==> src/rtl/bcd_pkg.sv <==
// ---------------------------------------------------------------------------
// bcd_pkg
// Shared types and constants for the BCD scan counter:
//   bcd_t         one 4-bit BCD digit
//   BCD_MAX       largest legal digit value (9)
//   BCD_ZERO      zero digit
//   BCD_BLANK     code the downstream 7-segment decoder renders as blank
//   bcd_sanitize  maps an illegal digit (>9) to 0
// ---------------------------------------------------------------------------
package bcd_pkg;

  typedef logic [3:0] bcd_t;

  localparam bcd_t BCD_MAX   = 4'd9;
  localparam bcd_t BCD_ZERO  = 4'd0;
  localparam bcd_t BCD_BLANK = 4'hF;

  function automatic bcd_t bcd_sanitize(input bcd_t d);
    return (d > BCD_MAX) ? BCD_ZERO : d;
  endfunction

endpackage

==> src/rtl/bcd_digit.sv <==
// ---------------------------------------------------------------------------
// bcd_digit
// One decade of the BCD up/down counter. Steps when step_in is high and
// forwards a step (carry or borrow) to the next decade in the same cycle.
// Ports:
//   CLK       clock, rising edge
//   RST_N     asynchronous active-low reset, clears the digit
//   LOAD      synchronous load of LD (illegal digits stored as 0)
//   LD        load value for this digit
//   step_in   step request from the lower decade (or count enable for digit 0)
//   UP        1 = increment, 0 = decrement
//   Q         registered digit value
//   step_out  carry/borrow into the next decade
// ---------------------------------------------------------------------------
module bcd_digit
  import bcd_pkg::*;
(
  input  logic CLK,
  input  logic RST_N,
  input  logic LOAD,
  input  bcd_t LD,
  input  logic step_in,
  input  logic UP,
  output bcd_t Q,
  output logic step_out
);

  bcd_t q_q;
  bcd_t q_d;

  always_comb begin
    q_d = q_q;
    if (LOAD) begin
      q_d = bcd_sanitize(LD);
    end else if (step_in) begin
      if (UP) begin
        // >= rather than == so the digit can never leave 0..9
        q_d = (q_q >= BCD_MAX) ? BCD_ZERO : q_q + 4'd1;
      end else begin
        q_d = (q_q == BCD_ZERO || q_q > BCD_MAX) ? BCD_MAX : q_q - 4'd1;
      end
    end
  end

  always_ff @(posedge CLK or negedge RST_N) begin
    if (!RST_N) begin
      q_q <= BCD_ZERO;
    end else begin
      q_q <= q_d;
    end
  end

  assign Q        = q_q;
  assign step_out = step_in & (UP ? (q_q == BCD_MAX) : (q_q == BCD_ZERO));

endmodule

==> src/rtl/bcd_scan_counter.sv <==
// ---------------------------------------------------------------------------
// bcd_scan_counter
// NDIG-digit BCD up/down counter with a time-multiplexed display scanner.
// Each digit is shown on BCD_OUT for SCAN_DIV clock cycles with a one-hot
// DIG_SEL strobe, feeding a BCD-to-7-segment decoder.
// Parameters:
//   NDIG      number of digits (1..8), digit 0 least significant
//   SCAN_DIV  cycles each digit is shown (>=1)
// Ports:
//   CLK       clock, rising edge
//   RST_N     asynchronous active-low reset
//   EN        count enable, one step per cycle
//   UP        1 = increment, 0 = decrement
//   LOAD      synchronous parallel load (priority over EN)
//   LD_VAL    packed BCD load value, digit i = [4i+3:4i]
//   COUNT     registered packed BCD count
//   CARRY     one-cycle pulse after a full wrap (up or down)
//   BCD_OUT   code of the scanned digit
//   DIG_SEL   one-hot select of the scanned digit
// Build option:
//   BCD_BLANK_EN  when defined, leading zeros (never digit 0) are driven as
//                 BCD_BLANK on BCD_OUT; COUNT is unaffected.
// ---------------------------------------------------------------------------
module bcd_scan_counter
  import bcd_pkg::*;
#(
  parameter int NDIG     = 4,
  parameter int SCAN_DIV = 1000
) (
  input  logic              CLK,
  input  logic              RST_N,
  input  logic              EN,
  input  logic              UP,
  input  logic              LOAD,
  input  logic [4*NDIG-1:0] LD_VAL,
  output logic [4*NDIG-1:0] COUNT,
  output logic              CARRY,
  output logic [3:0]        BCD_OUT,
  output logic [NDIG-1:0]   DIG_SEL
);

  localparam int PRE_W = (SCAN_DIV > 1) ? $clog2(SCAN_DIV) : 1;
  localparam int IDX_W = (NDIG > 1) ? $clog2(NDIG) : 1;
  localparam logic [PRE_W-1:0] PRE_LAST = PRE_W'(SCAN_DIV - 1);
  localparam logic [IDX_W-1:0] IDX_LAST = IDX_W'(NDIG - 1);

  // ---------------------------------------------------------------------
  // Counter: ripple step chain through the digits
  // ---------------------------------------------------------------------
  logic [NDIG:0] step;
  bcd_t          digit_q [NDIG];

  // LOAD masks the chain so a load never counts or raises CARRY
  assign step[0] = EN & ~LOAD;

  for (genvar g = 0; g < NDIG; g++) begin : g_digit
    bcd_digit u_digit (
      .CLK      (CLK),
      .RST_N    (RST_N),
      .LOAD     (LOAD),
      .LD       (bcd_t'(LD_VAL[4*g +: 4])),
      .step_in  (step[g]),
      .UP       (UP),
      .Q        (digit_q[g]),
      .step_out (step[g+1])
    );
    assign COUNT[4*g +: 4] = digit_q[g];
  end

  // A step leaving the top digit means every digit wrapped
  logic carry_q;
  logic carry_d;

  assign carry_d = step[NDIG];

  // ---------------------------------------------------------------------
  // Scanner: free-running prescaler and digit index
  // ---------------------------------------------------------------------
  logic [PRE_W-1:0] pre_q;
  logic [PRE_W-1:0] pre_d;
  logic [IDX_W-1:0] idx_q;
  logic [IDX_W-1:0] idx_d;
  logic             scan_tick;

  assign scan_tick = (pre_q == PRE_LAST);

  always_comb begin
    pre_d = pre_q + PRE_W'(1);
    idx_d = idx_q;
    if (scan_tick) begin
      pre_d = '0;
      idx_d = (idx_q == IDX_LAST) ? '0 : idx_q + IDX_W'(1);
    end
  end

  always_ff @(posedge CLK or negedge RST_N) begin
    if (!RST_N) begin
      carry_q <= 1'b0;
      pre_q   <= '0;
      idx_q   <= '0;
    end else begin
      carry_q <= carry_d;
      pre_q   <= pre_d;
      idx_q   <= idx_d;
    end
  end

  assign CARRY = carry_q;

  // ---------------------------------------------------------------------
  // Output mux (registers only, no input-to-output path)
  // ---------------------------------------------------------------------
  bcd_t            sel_digit;
  logic [NDIG-1:0] dig_sel;
  logic            blank_sel;

  always_comb begin
    sel_digit = BCD_ZERO;
    dig_sel   = '0;
    for (int j = 0; j < NDIG; j++) begin
      if (idx_q == IDX_W'(j)) begin
        sel_digit  = digit_q[j];
        dig_sel[j] = 1'b1;
      end
    end
  end

`ifdef BCD_BLANK_EN
  // Blank when the scanned digit and everything above it are zero.
  // Digit 0 is exempt so a zero count still shows a single "0".
  logic upper_zero;

  always_comb begin
    upper_zero = 1'b1;
    for (int j = 0; j < NDIG; j++) begin
      if ((IDX_W'(j) >= idx_q) && (digit_q[j] != BCD_ZERO)) begin
        upper_zero = 1'b0;
      end
    end
    blank_sel = upper_zero && (idx_q != '0);
  end
`else
  assign blank_sel = 1'b0;
`endif

  assign BCD_OUT = blank_sel ? BCD_BLANK : sel_digit;
  assign DIG_SEL = dig_sel;

endmodule
==> config.mk <==
export PLATFORM = sky130hd
export DESIGN_NAME = bcd_scan_counter
export DESIGN_NICKNAME = d
export VERILOG_FILES = /design/src/rtl/bcd_pkg.sv /design/src/rtl/bcd_digit.sv /design/src/rtl/bcd_scan_counter.sv
export SDC_FILE = /design/constraint.sdc
export NUM_CORES = 1
export LEC_CHECK = 0
export CAP_MARGIN = 20
export CORE_ASPECT_RATIO = 1.5
export CORE_MARGIN = 4
export CORE_UTILIZATION = 55
export CTS_BUF_LIST = sky130_fd_sc_hd__clkbuf_8
export DETAILED_ROUTE_END_ITERATION = 10
export PLACE_DENSITY_LB_ADDON = 0.2
export SLEW_MARGIN = 20
export SYNTH_ARGS = -nofsm -noshare
export SYNTH_HDL_FRONTEND = slang
export SYNTH_SLANG_ARGS = --single-unit
==> constraint.sdc <==
create_clock -name CLK -period 2.5 [get_ports CLK]
set_input_delay 0.5 -clock CLK [delete_from_list [all_inputs] [get_ports CLK]]
set_output_delay 0.5 -clock CLK [all_outputs]
set_load 0.03 [all_outputs]
== After elaboration in Yosys (flattened, before gate mapping) ==
Cells that the tools add are included.

* Add/subtract/negate cells: 10
* $lt $le $gt $ge: 12
* Equality and inequality tests: 8
* Multiplexer cells: 38
* Bitwise logic cells: 6
* Reductions and logical operators: 13

{| class="wikitable"
|+ Operator list
! cell !! number
|-
| two-way mux 4 bit || 28
|-
| greater-than comparator 4 bit (second input constant) || 8
|-
| adder 4 x 1 -> 4 bit (second input constant) || 4
|-
| == test 4 bit (second input constant) || 4
|-
| greater-or-equal comparator 4 bit (second input constant) || 4
|-
| zero test 4 bit || 4
|-
| subtractor 4 x 1 -> 4 bit (second input constant) || 4
|-
| adder 10 x 1 -> 10 bit (second input constant) || 1
|-
| == test 10 bit (second input constant) || 1
|-
| two-way mux 10 bit || 1
|-
| two-way mux 1 bit || 8
|-
| nonzero test 2 bit || 4
|-
| bitwise AND 1 bit || 5
|-
| == test 2 bit (second input constant) || 2
|-
| logical OR 1 bit || 4
|-
| adder 2 x 1 -> 2 bit (second input constant) || 1
|-
| == test 2 x 1 -> 1 bit (second input constant) || 1
|-
| zero test 2 bit || 1
|-
| two-way mux 2 bit || 1
|-
| NOT 1 bit || 1
|}

* Register bits: 29
* Input port bits: 21
* Output and inout port bits: 25
* Word-level logic and storage cells: 94

== Depth between registers and ports, before layout ==
Gate-level depths: netlist (run 1).

* Word-level depth: 7
* Depth in mapped cells: 8
* Gate-level depth less buffers: 7

== Modules after synthesis ==
A second synthesis (run 1) with hierarchy kept.

* Cell total of the unflattened synthesis: 311
* Area, all modules: 2748.9 um2

{| class="wikitable"
|+ Modules (own cells, without submodules)
! module !! instances !! cells an instance !! area each (um2) !! seq. area each (um2)
|-
| bcd_digit || 4 || 58 || 495.5 || 100.1
|-
| bcd_scan_counter || 1 || 79 || 767.0 || 325.3
|}

== Least setup slack after synthesis (run 1) ==
No wires, ideal clock.

* Kind: flip-flop to output port
* Start: register g_digit[1].u_digit.q_q[3]
* End: output port BCD_OUT[3]
* Arrival: 1.994 ns
* Data required time: 2.000 ns
* Slack: 0.006 ns
* Cell stages (with the launch flop): 7
* Buffers on the path: 2
* Cells stage by stage: dfrtp_1 -> clkbuf_1 -> clkbuf_1 -> nand2_1 -> a21oi_1 -> a21oi_1 -> o21ai_0

* Longest elaborated chain between the ends: 3

{| class="wikitable"
|+ Ends and longest elaborated chain
! what !! line !! RTL
|-
| start, declared || bcd_digit.sv:28 || <nowiki>bcd_t q_q;</nowiki>
|-
| start signal, assigned || bcd_digit.sv:49 || <nowiki>q_q <= q_d;</nowiki>
|-
| two-way mux 4 bit (3 in a row) || bcd_scan_counter.sv:121 || <nowiki>if (idx_q == IDX_W'(j)) begin</nowiki>
|-
| end, declared || bcd_scan_counter.sv:38 || <nowiki>output logic [3:0] BCD_OUT,</nowiki>
|}

Every way passes these cells.

== Worst setup path after layout (run 1) ==
* Start: register idx_q[1]
* End: output port BCD_OUT[2]

* Longest elaborated chain between the ends: 5
* Elaborated cells on any way between the ends: 8
* Those cells by class: 3 x eq/ne; 4 x mux; 1 x reduce/logical

{| class="wikitable"
|+ Ends and longest elaborated chain
! what !! line !! RTL
|-
| start, declared || bcd_scan_counter.sv:81 || <nowiki>logic [IDX_W-1:0] idx_q;</nowiki>
|-
| start signal, assigned || bcd_scan_counter.sv:104 || <nowiki>idx_q <= idx_d;</nowiki>
|-
| zero test 2 bit || bcd_scan_counter.sv:121 ||
|-
| two-way mux 4 bit (3 in a row) || bcd_scan_counter.sv:121 ||
|-
| two-way mux 4 bit (*) || bcd_scan_counter.sv:121 ||
|}

Every way passes the cells marked *; elsewhere a longest branch is shown, timed or not.

==> reports/results.ini, run 1 <==
[run_status]
status = complete, no violations

[timing]
timing.final.ws_setup_ns = 0.0796
slew_violations = 0
holdWs_ns = 0.485
fmax_mhz = 413
tns_ns = 0
worstMarginPinSlew_ns = 0.421
max_slew_margin_pct = 71.9
rsz0062_at_grt = no
period_share_pct = 96.8
min_period_ns = 2.42
setup_viol = 0
clock_skew_ns = 0.00775
hold_viol_final = 0

[power_and_ir_drop]
p_int_uw = 883
p_leak_nw = 1.26
clkPwrFrac_pct = 26.4
finalPower_mw = 1.39
combPwrFrac_pct = 34.0
p_per_area_nw_per_um2 = 451
peakVddDrop_uv = 414
swShare_pct = 36.4
switchingPower_uw = 505
p_seq_share_pct = 39.6

[drt]
detail-route-antenna-nets = 0
wl_per_cell_um = 15.5
drt_iter0_drc = 222
vias_per_cell = 6.31
vias = 2523
totalWireLength_um = 6210
drtPass1Iterations = 5
drc_errors = 0

[floorplan]
io_pins = 46
dieHeight_um = 90.3
rows = 29
die_area_um2 = 5680
dieWidth_um = 62.9
coreArea_um2 = 4320
start_util_pct = 57.5

[final_layout]
final_cell_mix = clkdlybuf4s50_1, o21ai_0, dfrtp_1
seqCellArea_um2 = 726
fin_area_um2 = 3070
fin_util_pct = 71.2
stdcell_count = 400
antenna_cells = 0
drive_above_1_share_pct = 7.63
nets = 391
area_growth_pct = 23.7
n_fill_cell = 398
multi_input_area_um2 = 1600
final_common_cell = clkdlybuf4s50_1

[placement]
placed_cells = 392
gp_congestion = 0.845
pre_cts_ws_ns = 0.0743
dpl.hpwl_um = 4580
portBuffers = 45
placed_area_um2 = 3000

[global_route]
grt_pass1_vias = 2306
grt_usage_pct = 22.6
grt_antenna_before_repair = 0
grt_first_pass_wirelength_um = 10600
grt_max_degree = 34
gr-total-overflow = 0

[synthesis]
synth_cells = 310
synth_nets = 348
syn_area_um2 = 2480
postSynthAreaPerCell_um2 = 8.02
synth-seq-cells = 29
synth-main-ff-cell = dfrtp_1
netlist_top_cells_area = dfrtp_1, ha_1, o21ai_0
yosysUniqueCellTypes = 55
async_flop_share_pct = 100
ys_seq_area_share_pct = 29.2
ys_warn_count = 0
synth_area_leader_cell = dfrtp_1
synth_edf_count = 0
synth_top_area_share_pct = 29.2

[clock_network]
cts_tree = done
postCtsHoldBufs = 0
numCtsBuffers = 5
cts-root-buf = clkbuf_8
clock_path_buffers = 2
insertion_delay_ns = 0.28
htree_levels = 2
clk_pin_slew_ns = 0.07
clkSinkCount = 29

[worst_setup_path]
worstSetupPathType = flop to output port
arrival_ns = 1.92
critPathLaunchType = flop
crit_path_end_kind = output port
crit_fanout = 7
required_ns = 2.00

[job]
max-cap-violations = 0

[min_path]
worstHoldPathType = flop to flop

==> synthesized netlist by cell type (6+ instances only) <==
| master | n |
|---|---|
| nor3_1 | 6 |
| nand3b_1 | 10 |
| dfrtp_1 | 29 |
| nor2_1 | 17 |
| o211ai_1 | 7 |
| nand2b_1 | 9 |
| clkbuf_1 | 10 |
| o21ai_0 | 31 |
| inv_1 | 22 |
| a21oi_1 | 26 |
| a31oi_1 | 6 |
| o311ai_0 | 9 |
| nand2_1 | 24 |
| ha_1 | 17 |
| nand3_1 | 14 |
==> timing repair <==
item,4_1_cts,5_1_grt
buffers inserted,0,0
resized for setup,3,10
setup endpoints to repair,3,5
==> layout make-up <==
cell class / count / area share [%]
Multi-Input combinational cell: 240 / 52.1
Sequential cell: 29 / 23.6
Timing Repair Buffer: 54 / 16.9
Inverter: 23 / 2.81
Clock buffer: 5 / 2.24
Tap cell: 46 / 1.87
Clock inverter: 3 / 0.448
==> path summary, 6_finish.rpt <==
path	from	endpoint	slack, ns	depth (start not counted)
setup / recovery	idx_q[1]$_DFFE_PN0N_	BCD_OUT[2]	0.08	7
hold / removal	pre_q[9]$_DFF_PN0_	pre_q[9]$_DFF_PN0_	0.49	1
setup reg to reg	g_digit[0].u_digit.Q[0]$_DFFE_PN0P_	g_digit[3].u_digit.Q[2]$_DFFE_PN0P_	0.25	7
hold reg to reg	pre_q[9]$_DFF_PN0_	pre_q[9]$_DFF_PN0_	0.49	1
max in group asynchronous	RST_N	g_digit[2].u_digit.Q[1]$_DFFE_PN0P_	1.61	2
min in group asynchronous	RST_N	g_digit[0].u_digit.Q[0]$_DFFE_PN0P_	0.60	2
==> state kept, by name, indices dropped and copies added (netlist names) <==
| signal | cells |
|---|---|
| pre_q | 10 |
| g_digit.u_digit.Q | 16 |
| CARRY | 1 |
| idx_q | 2 |
==> power groups by stage <==
stage | clock network, mW | logic, mW | registers (mW)
floorplan | 0 | 0.261 | 0.585
global placement | 0 | 0.465 | 0.556
global route | 0.393 | 0.517 | 0.555
detailed placement | 0 | 0.472 | 0.557
CTS | 0.379 | 0.470 | 0.548
finish | 0.367 | 0.471 | 0.549
==> critical path, cell delays in order (launching register included) <==
cell and delay [ns]:
dfrtp_1 0.38, inv_1 0.09, ha_1 0.26, nand3b_1 0.18, a21oi_1 0.15, a21oi_1 0.06, o21ai_0 0.15, clkdlybuf4s15_1 0.38
==> cells by family after synthesis <==
group / synth area share [%]
buffers and inverters: 6.50
adder cells (fa/ha/maj): 8.56
multiplexers: 0.806
AND/OR/NAND/NOR: 23.5
flip-flops: 29.2
AO/OA/AOI/OAI: 29.7
XOR/XNOR: 1.76
==> routing by layer <==
| metal | vias up | track usage [%] | routed length [µm] |
|---|---|---|---|
| met3 | 10 | 3.99 | 392 |
| li1 | 1239 | - | - |
| met2 | 86 | 37.6 | 3030 |
| met4 | 0 | 7.73 | 100 |
| met5 | - | 0 | 0 |
| met1 | 1188 | 29.0 | 2680 |
Power figures use the tool's default switching activity.
==> run 2, diff against run 1 <==
- CAP_MARGIN: 20 -> unset
- PLACE_DENSITY: unset -> 0.83
- PLACE_DENSITY_LB_ADDON: 0.2 -> unset
- TNS_END_PERCENT: unset -> 1
==> reports/results.ini, run 2 (synthesis results as in run 1) <==
[timing]
fmax_mhz = 424
max_slew_margin_pct = 67.4
clock_skew_ns = 0.00674
timing.final.ws_setup_ns = 0.140
worstMarginPinSlew_ns = 0.483
hold_viol_final = 0
min_period_ns = 2.36
holdWs_ns = 0.497
slew_violations = 0
rsz0062_at_grt = no
tns_ns = 0
setup_viol = 0
period_share_pct = 94.4

[final_layout]
drive_above_1_share_pct = 8.17
largest_reg_flops = 16
area_growth_pct = 24.3
final_common_cell = clkdlybuf4s50_1
nets = 392
n_fill_cell = 357
antenna_cells = 0
fin_area_um2 = 3090
final_cell_mix = clkdlybuf4s50_1, o21ai_0, dfrtp_1

[clock_network]
clkSinkCount = 29
insertion_delay_ns = 0.29
numCtsBuffers = 5
clk_pin_slew_ns = 0.07
cts-root-buf = clkbuf_8
htree_levels = 2
clock_path_buffers = 2
postCtsSetupRepairBufs = 0
postCtsHoldBufs = 0
cts_tree = done

[worst_setup_path]
cpPeakStageDelay_ns = 0.76
path_buf_inv = 2
critPathSlowestCell = clkdlybuf4s50_1
required_ns = 2.00
critPathTopFamily = buffers and inverters
crit_path_end_kind = output port
arrival_ns = 1.86
crit_fanout = 9
worstSetupPathType = flop to output port
critPathLaunchType = flop
crit_chain = inv_1 > ha_1 > clkdlybuf4s50_1

[global_route]
gr-total-overflow = 0
grt_antenna_before_repair = 0
grt_first_pass_wirelength_um = 11400
grt_pass1_vias = 2445
grt_usage_pct = 24.6
grt_max_degree = 34

[placement]
placed_area_um2 = 3010
portBuffers = 45
dpl.hpwl_um = 4860
pre_cts_ws_ns = 0.0726
gp_congestion = 0.924

[drt]
totalWireLength_um = 6600
vias_per_cell = 6.26
drc_errors = 0
wl_per_cell_um = 16.4
drtPass1Iterations = 6
drt_iter0_drc = 274
vias = 2510
detail-route-antenna-nets = 0

[floorplan]
die_area_um2 = 5680
rows = 29
dieWidth_um = 62.9
coreArea_um2 = 4320
start_util_pct = 57.5
dieHeight_um = 90.3
io_pins = 46

[power_and_ir_drop]
p_leak_nw = 1.27
p_per_area_nw_per_um2 = 473
peakVddDrop_uv = 356

[min_path]
worstHoldPathType = flop to flop

[job]
max-cap-violations = 0

[run_status]
status = complete, no violations

-- run 2: cell count changes in the layout (fill, tap and decap cells not counted), sizes merged --
| cell | before | now |
|---|---|---|
| clkinv | 2 | 1 |
| clkdlybuf4s15 | 1 | 0 |
| buf | 10 | 11 |
| clkbuf | 7 | 10 |
| inv | 24 | 23 |
-- run 2: worst paths after layout --
path                                                startpoint                             endpoint  slack, ns  cells after the start
hold / removal                              pre_q[8]$_DFF_PN0_                   pre_q[8]$_DFF_PN0_       0.50                      1
setup / recovery                          idx_q[1]$_DFFE_PN0N_                           DIG_SEL[1]       0.14                      3
max in group asynchronous                                RST_N  g_digit[1].u_digit.Q[2]$_DFFE_PN0P_       1.61                      2
min in group asynchronous                                RST_N  g_digit[0].u_digit.Q[0]$_DFFE_PN0P_       0.60                      2
hold reg to reg                             pre_q[8]$_DFF_PN0_                   pre_q[8]$_DFF_PN0_       0.50                      1
setup reg to reg           g_digit[1].u_digit.Q[0]$_DFFE_PN0P_  g_digit[1].u_digit.Q[2]$_DFFE_PN0P_       0.23                      7
-- run 2: metrics by stage --
stage	total power [mW]	cells	utilization, %
6_report	1.46	401	71.5
3_5_place_dp	1.04	393	69.6
5_1_grt	1.54	401	71.5
2_1_floorplan	0.845	310	-
4_1_cts	1.47	401	71.8
3_3_place_gp	1.03	393	69.6
-- run 2: routing by layer --
metal | wire, µm | vias to the layer above | track usage (%)
met5 | 0 | - | 0
met4 | 102 | 0 | 8.10
met3 | 353 | 8 | 5.23
met2 | 3470 | 75 | 43.7
met1 | 2670 | 1192 | 28.9
li1 | - | 1235 | -
-- run 2: cell type report --
class	instances	area (µm²)	share of cell area (%)
clock buffer	7	96.3	3.12
tap	46	57.6	1.86
multi-input combinational	240	1600	51.7
clock inverter	1	5.00	0.162
timing repair buffer	55	520	16.8
sequential	29	726	23.5
inverter	23	86.3	2.79
-- run 2: report_power, final --
group	internal [mW]	total [mW]	switching (mW)
registers	0.493	0.539	0.0456
clock network	0.248	0.433	0.185
logic	0.203	0.489	0.286
-- run 2: repair_timing --
item	in CTS	in global routing
resized for setup	4	14
endpoints found under the setup margin	4	5
gates cloned	0	0
==> run 3, diff against run 2 <==
- CTS_CLUSTER_SIZE: unset -> 12
- TNS_END_PERCENT: 1 -> unset
==> results of run 3 <==
No change in the layout: final DEF, timing and power equal those of run 2.
